[config.mk]
export PLATFORM = sky130hd
export DESIGN_NAME = flow_step_ctrl
export DESIGN_NICKNAME = d
export VERILOG_FILES = /design/src/rtl/flow_step_ctrl.sv
export SDC_FILE = /design/constraint.sdc
export NUM_CORES = 1
export LEC_CHECK = 0
export CORE_MARGIN = 8
export CORE_UTILIZATION = 65
export CTS_BUF_LIST = sky130_fd_sc_hd__clkbuf_8
export CTS_CLUSTER_DIAMETER = 60
export DETAILED_ROUTE_END_ITERATION = 8
export GPL_TIMING_DRIVEN = 0
export PLACE_DENSITY_LB_ADDON = 0.2
export RECOVER_POWER = 50
export SKIP_CTS_REPAIR_TIMING = 1
export SKIP_LAST_GASP = 1
export SYNTH_ARGS = -nofsm -noshare
export SYNTH_HDL_FRONTEND = slang
export SYNTH_SLANG_ARGS = --single-unit
[constraint.sdc]
create_clock -name sys_clk -period 4.5 [get_ports sys_clk]
set_clock_uncertainty 0.15 [all_clocks]
set_input_delay 0.9 -clock sys_clk [delete_from_list [all_inputs] [get_ports sys_clk]]
set_output_delay 0.9 -clock sys_clk [all_outputs]
set_load 0.01 [all_outputs]
[src/rtl/flow_step_ctrl.sv]
// Button front end for the LED chaser: sync, debounce, speed/pause/dir state, step strobe.
// Define FLOW_SINGLE_STEP_EN to make a speed press while paused issue one manual step.
module flow_step_ctrl #(
   parameter int CLK_FREQ    = 50_000_000,
   parameter int DEBOUNCE_MS = 20
) (
   input  logic       sys_clk,
   input  logic       rst,
   input  logic [2:0] key,
   output logic       step_pulse,
   output logic       step_dir,
   output logic [1:0] speed_sel,
   output logic       paused
);

   localparam int DB_CNT = (CLK_FREQ / 1000) * DEBOUNCE_MS;
   localparam int DBW    = $clog2(DB_CNT);
   localparam logic [DBW-1:0] DB_LAST = DBW'(DB_CNT - 1);
   localparam logic [27:0]    BASE    = 28'(CLK_FREQ);

   logic [2:0]     sync1;
   logic [2:0]     sync2;
   logic [2:0]     stable;
   logic [2:0]     stable_q;
   logic [2:0]     press;
   logic [DBW-1:0] db_cnt [3];

   logic [27:0] tcnt;
   logic [27:0] tcnt_nx;
   logic [27:0] period;
   logic        term;
   logic        spd_step;
   logic        spd_adv;
   logic        pulse_nx;
   logic [1:0]  speed_nx;
   logic        paused_nx;
   logic        dir_nx;

   // Keys idle high; a press is the registered falling edge of the debounced level.
   always_ff @(posedge sys_clk or posedge rst) begin
      if (rst) begin
         sync1    <= '1;
         sync2    <= '1;
         stable   <= '1;
         stable_q <= '1;
         press    <= '0;
         for (int i = 0; i < 3; i++) begin
            db_cnt[i] <= '0;
         end
      end else begin
         sync1    <= key;
         sync2    <= sync1;
         stable_q <= stable;
         press    <= stable_q & ~stable;
         for (int i = 0; i < 3; i++) begin
            if (sync2[i] == stable[i]) begin
               db_cnt[i] <= '0;
            end else if (db_cnt[i] == DB_LAST) begin
               stable[i] <= sync2[i];
               db_cnt[i] <= '0;
            end else begin
               db_cnt[i] <= db_cnt[i] + 1'b1;
            end
         end
      end
   end

   always_comb begin
      period    = BASE >> speed_sel;
      term      = (tcnt == period - 28'd1);
      spd_step  = 1'b0;
`ifdef FLOW_SINGLE_STEP_EN
      spd_step  = press[0] & paused;
`else
      spd_step  = 1'b0;
`endif
      spd_adv   = press[0] & ~spd_step & (speed_sel != 2'd3);
      speed_nx  = speed_sel + {1'b0, spd_adv};
      paused_nx = paused ^ press[1];
      dir_nx    = step_dir ^ press[2];
      tcnt_nx   = tcnt;
      pulse_nx  = spd_step;
      // Speed clear beats terminal count; a pause press freezes the count on its own edge.
      if (spd_adv) begin
         tcnt_nx = '0;
      end else if (!paused && !press[1]) begin
         if (term) begin
            tcnt_nx  = '0;
            pulse_nx = 1'b1;
         end else begin
            tcnt_nx = tcnt + 28'd1;
         end
      end
   end

   always_ff @(posedge sys_clk or posedge rst) begin
      if (rst) begin
         tcnt       <= '0;
         step_pulse <= 1'b0;
         speed_sel  <= '0;
         paused     <= 1'b0;
         step_dir   <= 1'b0;
      end else begin
         tcnt       <= tcnt_nx;
         step_pulse <= pulse_nx;
         speed_sel  <= speed_nx;
         paused     <= paused_nx;
         step_dir   <= dir_nx;
      end
   end

endmodule

After elaboration in Yosys (flattened, before gate mapping)

Index checks and enable logic that the tools add are counted.

Register bits: 108
Word-level logic and storage cells: 57
Output and inout port bits: 5

Multiplexer cells: 12
Reductions and logical operators: 7
Shifts and indexed selects: 1
Bitwise gates (word level): 8
Equality and inequality tests: 8
Add/subtract/negate cells: 6

Operator list:

| cell                    | number |
|---|---|
| $mux W20                | 6 |
| $mux W28                | 3 |
| $add A20 B1 Y20 const B | 3 |
| $eq A20 B20 Y1 const B  | 3 |
| $add A28 B1 Y28 const B | 1 |
| $eq A28 B28 Y1          | 1 |
| $shr A26 B2 Y28 const A | 1 |
| $sub A28 B1 Y28 const B | 1 |
| $reduce_and A2 Y1       | 3 |
| $and A3 B3 Y3           | 1 |
| $eq A1 B1 Y1            | 3 |
| $mux W1                 | 3 |
| $not A1 Y1              | 3 |
| $not A3 Y3              | 1 |
| $add A2 B1 Y2           | 1 |
| $logic_not A1 Y1        | 2 |
| $ne A2 B2 Y1 const B    | 1 |
| $reduce_bool A2 Y1      | 1 |
| $xor A1 B1 Y1           | 2 |
| $and A1 B1 Y1           | 1 |
| $logic_and A1 B1 Y1     | 1 |

Longest topological paths before layout

Gate-level depths: netlist of the first run.

Word-level depth: 6
Mapped depth: 9

Worst setup path after synthesis of the first run

No wires, ideal clock.

Path kind: register -> register
From: reg speed_sel[0]
To: reg speed_sel[1]
Required time: 4271 ps
Clock period less this slack: 2025 ps
Library setup time: 79 ps
Slack: 2475 ps
Stages on the path, launching flop included: 9
Arrival: 1796 ps
Cells stage by stage: dfrtp_1 buf_4 nand2_1 nand2_1 inv_1 clkbuf_1 clkbuf_1 ha_1 xor2_1

Word-level cells in the longest chain between the ends: 3

RTL lines:

| item                   | RTL line | text |
|---|---|---|
| from (decl)            | 12       | `output logic [1:0] speed_sel,` |
| from (signal assigned) | 106      | `speed_sel <= speed_nx;` |
| $ne A2 B2 Y1           | 77       | `spd_adv = press[0] & ~spd_step & (speed_sel != 2'd3);` |
| $and A1 B1 Y1          | 77       |  |
| $add A2 B1 Y2 (*)      | 78       | `speed_nx = speed_sel + {1'b0, spd_adv};` |
| named net speed_nx[1]  | 35       | `logic [1:0] speed_nx;` |

The timed path passes the listed nets; every way through them passes the cells marked *.
A chain may end at the register's enable or synchronous reset.

==> impl_metrics.tcl, run 1 <==
set metrics [dict create \
    dp_hpwl_um 7160 \
    min_path_type "reg2reg" \
    areaGrowthSynthToFinish_pct 7.93 \
    syn_inst 539 \
    cpMaxStageDelayCell "clkinvlp_2" \
    drcViolationCount 0 \
    core_area_um2 8180 \
    violations "max-capacitance violations, max-slew violations" \
    crit_arrival_ns 3.18 \
    ys_types 49 \
    finalWirelength_um 10200 \
    syn_nets 550 \
    ys_seq_area_frac 0.501 \
    cts_sinks 108 \
    initial_core_util 0.664 \
    fin_crit_sh 0.629 \
    netlist_area_um2 5430 \
    die_y_um 107 \
    insertedDiodeCount 0 \
    powerDensity_nw_per_um2 271 \
    max_freq_mhz 353 \
    cp-start-kind "primary input" \
    final_util 0.717 \
    worst_slew_margin_rel -0.556 \
    cp-end-kind "asynchronous set/reset pin" \
    die_area_um2 11500 \
    overflow 0 \
    status "finished, violations left" \
    vias 3915 \
    hold_viol 0 \
    synth_edf_count 0 \
    worstSetupPathType "in2async" \
    critPathRequiredTime_ns 4.84 \
    final_cell_count_no_fill 670 \
    maxCapViolCount 1 \
    nets 571 \
    drive_gt1_frac 0.0956 \
    htreeDepth 3 \
    rsz0062_at_grt "false" \
    cp_cell_sequence "dlygate4sd3_1, clkinvlp_2, buf_16" \
    ctsLongestPathBuffers 2 \
    grt_pass1_vias 3792 \
    cts_inserted_buffers 9 \
    synth_top_area_cell "dfrtp_1" \
    tritoncts "yes" \
    cp_max_fo 56 \
    portBuffers 9 \
    clk_latency_ns 0.37 \
    path_clk_slew_ns 0.10 \
    slew_viol_final 53 \
    total_power_mw 1.59 \
    cts-root-buf "clkbuf_8" \
    irDropWorstVdd_uv 230 \
    grt_pass1_wl_um 17600 \
    antenna_found_initial 0 \
    num_rows 33 \
    synthMostInstantiatedCell "dfrtp_1" \
    cp_slowest_stage_delay_ns 1.34 \
    yosys_warnings 0 \
    dp_cells 654 \
    synthArstFlopShare 1.00 \
    ant_nets 0 \
    setup_viol 0 \
    synth_common_cells "96 x dfrtp_1, 85 x nor2_1, 62 x xnor2_1" \
    min_period_ns 2.83 \
    grt_usage 0.187 \
    leakage_nw 2.38 \
    top_level_ports 10 \
    drt_iter0_markers 149 \
    synth_area_leaders "dfrtp_1 44%, xnor2_1 10%, nor2_1 5.9%" \
    synthFlopType "dfrtp_1" \
    viasPerCell 5.84 \
    ys_ff_latch 108 \
    worst_slew_pin_slew_ns 2.32 \
    gp_routability_congestion 0.875 \
    dr.pass1.iters 4 \
    grt_max_degree 57 \
    synth_top_cell_area_share 0.442 \
    wire_per_inst_um 15.2 \
    avgSynthCellArea_um2 10.1 \
    die_x_um 107 \
]
-- area by class of cell --
class / instances / area [um^2]
Tap cell: 105 / 131
Sequential cell: 108 / 2720
Clock buffer: 9 / 124
Clock inverter: 7 / 57.6
Multi-Input combinational cell: 392 / 2510
Fill cell: 589 / 2320
Inverter: 17 / 65.1
Timing Repair Buffer: 10 / 118
Buffer: 22 / 134
-- metal layers --
metal  up-vias  part of all wire  track usage
met3        18             0.047       0.0449
met4         0             0.015       0.0773
met2        90              0.49        0.299
met1      1903              0.45        0.240
li1       1904                 -            -
met5         -                 0            0
-- kinds of logic after synthesis --
group,Yosys count,share of synthesized area
AND/OR/NAND/NOR,252,0.241
multiplexers,3,0.00622
buffers and inverters,39,0.0366
adder cells (fa/ha/maj),6,0.0138
AO/OA/AOI/OAI,44,0.0618
flip-flops,108,0.501
XOR/XNOR,87,0.140
-- through the flow --
step	instance area (um^2)	TNS [ns]	hold WS (ns)	setup WS, ns
2_1_floorplan	5430	0	0.195	0.624
3_3_place_gp	5650	-76.54	0.195	-0.802
3_5_place_dp	5680	0	0.197	2.01
4_1_cts	5860	0	0.212	1.98
5_1_grt	5860	0	0.215	1.27
6_report	5860	0	0.212	1.67
-- power breakdown --
group | switching (mW) | total (mW) | leakage [nW] | internal, mW
logic | 0.0340 | 0.0490 | 0.845 | 0.0150
clock network | 0.340 | 0.550 | 0.0934 | 0.210
registers | 0.00814 | 0.990 | 1.45 | 0.981
total | 0.382 | 1.59 | 2.38 | 1.21
-- cell usage in the layout (no fill, tap or decap), types with 3 or more instances in the layout --
cell,n
dfrtp_1,96
nor2_1,85
xnor2_1,62
nand3_1,32
nand2_1,32
xor2_1,25
nor3_1,24
a211oi_1,23
inv_1,16
and3_1,16
nand4_1,13
clkbuf_1,9
nor4_1,9
clkbuf_8,9
dfstp_2,9
and4_1,8
nor2b_1,8
nor3b_1,6
ha_1,6
buf_2,5
clkdlybuf4s50_1,5
buf_4,4
buf_6,4
dlygate4sd3_1,4
nand3b_1,3
or2_2,3
nor4bb_1,3
o22ai_1,3
a21oi_1,3
mux2_2,3
dfstp_1,3
-- critical path: cells and delay by family --
family,cells,cell delay [ns]
buffers and inverters,3,2.25
-- final timing paths --
kind	depth (start not counted)	start	end	slack [ns]
setup / recovery	3	rst	stable_q[2]	1.67
hold / removal	0	sync1[2]	sync2[2]	0.21
setup reg to reg	8	speed_sel[0]	speed_sel[1]	2.01
hold reg to reg	0	sync1[2]	sync2[2]	0.21
max in group sys_clk	8	speed_sel[0]	speed_sel[1]	2.01
min in group asynchronous	2	rst	db_cnt[53]	1.47
-- state kept, by name (all words and copies together) (netlist names) --
signal and count:
db_cnt 60, tcnt 28, press 3, stable 3, stable_q 3, sync1 3, sync2 3, speed_sel 2
paused 1, step_dir 1, step_pulse 1
No activity file was read; power rests on OpenSTA's default activity.
==> run 2: changes to the inputs <==
--- a/config.mk
+++ b/config.mk
@@ -6,7 +6,7 @@
 export NUM_CORES = 1
 export LEC_CHECK = 0
 export CORE_MARGIN = 8
-export CORE_UTILIZATION = 65
+export CORE_UTILIZATION = 58
 export CTS_BUF_LIST = sky130_fd_sc_hd__clkbuf_8
 export CTS_CLUSTER_DIAMETER = 60
 export DETAILED_ROUTE_END_ITERATION = 8
==> constraint.sdc (replaced) <==
create_clock -name sys_clk -period 2.57 [get_ports sys_clk]
set_clock_uncertainty 0.15 [all_clocks]
set_input_delay 0.514 -clock sys_clk [delete_from_list [all_inputs] [get_ports sys_clk]]
set_output_delay 0.514 -clock sys_clk [all_outputs]
set_load 0.01 [all_outputs]
==> run 2 against run 1 <==
  * The flow still finishes with violations (max-capacitance violations, max-slew violations)
  * Register-to-register slack lost 1.7 ns
  * Sequential cell count unchanged
  * Cell area grew 0.56%
  * Total power rose by 81%
  * Wire length up 0.23%
  * Global-route usage shrank 1.3 points
  * Sequential power grew 75%
  * Die area rose by 10%
  * Largest cell class unchanged
  * Clock power up 91%
  * Critical path type is now reg2reg
  * Count of clock-buffer cells in the layout unchanged
==> impl_metrics.tcl, run 2 (synthesis gave the netlist of run 1 again) <==
set metrics [dict create \
    cp-start-kind "flip-flop" \
    setup_viol 0 \
    die_x_um 113 \
    viasPerCell 5.65 \
    finalWorstSetupSlack_ns 0.267 \
    die_y_um 113 \
    min_path_type "reg2reg" \
    htreeDepth 3 \
    total_power_mw 2.87 \
    regMostFlops "db_cnt" \
    pwr-share-clk 0.366 \
    nets 572 \
    grt_pass1_wl_um 18300 \
    irDropWorstVdd_uv 440 \
    rr_endpoint "speed_sel[1]" \
    cts-root-buf "clkbuf_8" \
    portBuffers 9 \
    critPathRequiredTime_ns 2.72 \
    switching_share 0.232 \
    die_area_um2 12700 \
    crit_cells 8 \
    rsz0062_at_grt "false" \
    worstSetupPathType "reg2reg" \
    worst_slew_margin_rel -0.142 \
    min_delay_path_depth 0 \
    wire_per_inst_um 15.0 \
    slew_viol_final 38 \
    ff2ff_setup_slack_ns 0.27 \
    cp_slowest_stage_delay_ns 0.46 \
    tritoncts "yes" \
    drcViolationCount 0 \
    final_cell_mix "96 x dfrtp_1, 85 x nor2_1, 62 x xnor2_1" \
    cp-end-kind "flip-flop" \
    largest_reg_flops 60 \
    top_level_ports 10 \
    gp_routability_congestion 0.863 \
    num_rows 35 \
    layout_commonest_cell "dfrtp_1" \
    fin_crit_sh 0.896 \
    cp_cell_sequence "buf_4, nand2_1, nand2_1, inv_1, clkbuf_1, clkbuf_2, ha_1, xor2_1" \
    dp_hpwl_um 7130 \
    fin_area_um2 5890 \
    clk_latency_ns 0.37 \
    areaGrowthSynthToFinish_pct 8.53 \
    top_regs "db_cnt: 60 flops, tcnt: 28 flops" \
    core_area_um2 9150 \
    combPwrFrac 0.030 \
    initial_core_util 0.593 \
    cp_max_fo 10 \
    powerDensity_nw_per_um2 487 \
    place_ws_ns 0.157 \
    r2r-start "speed_sel[0]" \
    dr.pass1.iters 6 \
    finalWirelength_um 10200 \
    cpMaxStageDelayCell "dfrtp_1" \
    reg2reg_depth 8 \
    cpMostUsedCell "nand2_1" \
    post_dp_cell_area_um2 5700 \
    drive_gt1_frac 0.0989 \
    violations "max-capacitance violations, max-slew violations" \
    drt_iter0_markers 152 \
    grt_max_degree 43 \
    max_freq_mhz 434 \
    p_int_mw 2.20 \
    maxCapViolCount 1 \
    insertedDiodeCount 0 \
    cts_sinks 108 \
    path_clk_slew_ns 0.10 \
    worst_slew_pin_slew_ns 1.70 \
    switchingPower_mw 0.665 \
    ant_nets 0 \
    hold_end "sync2[2]" \
    hold_path.startpoint "sync1[2]" \
    hold_viol 0 \
    grt_pass1_vias 4026 \
    vias 3824 \
    status "finished, violations left" \
    min_period_ns 2.30 \
    leakage_nw 2.41 \
    cp_top_family "buffers and inverters" \
    crit_arrival_ns 2.45 \
    path_buf_inv 4 \
    grt_usage 0.174 \
    ctsLongestPathBuffers 2 \
    overflow 0 \
    p_seq_frac 0.604 \
    antenna_found_initial 0 \
    cts_inserted_buffers 9 \
]
[run 2: layout make-up]
cell class,count,area [um^2]
fillers,757,3260
flip-flops and latches,108,2720
multi-input cells,392,2510
well taps,111,139
plain buffers,22,136
clock buffers,9,124
repair buffers,11,121
clock inverters,7,76.3
inverters,17,65.1
[run 2: metrics by stage]
step	hold WS, ns	setup TNS (ns)	std cells	util
6_report	0.212	0	677	0.644
5_1_grt	0.215	0	677	0.644
4_1_cts	0.213	0	677	0.645
3_5_place_dp	0.199	0	661	0.623
3_3_place_gp	0.196	-38.15	659	0.619
2_1_floorplan	0.195	0	539	-
[run 2: how the worst max path moves through the flow]
stage          slack (ns)      endpoint         start
4_1_cts              0.14  speed_sel[1]  speed_sel[0]
3_5_place_dp         0.16  speed_sel[1]  speed_sel[0]
3_3_place_gp        -0.40      tcnt[20]           rst
2_1_floorplan        0.54  speed_sel[1]  speed_sel[0]
5_1_grt              0.08   stable_q[0]           rst
6_report             0.27  speed_sel[1]  speed_sel[0]
[run 2: metal layers]
metal / vias up / share of wire / GRT usage
met1: 1868 / 0.46 / 0.218
li1: 1894 / - / -
met4: 0 / 0.014 / 0.0638
met5: - / 0 / 0
met2: 47 / 0.49 / 0.287
met3: 15 / 0.034 / 0.0421
[run 2: power by group through the flow]
stage                     clock network, mW  registers [mW]  logic (mW)
after floorplan                           0            1.76      0.0606
after global placement                    0            1.76      0.0829
after detailed placement                  0            1.77      0.0934
after CTS                              1.09            1.73      0.0940
after global routing                   1.14            1.74       0.102
final                                  1.05            1.73      0.0863
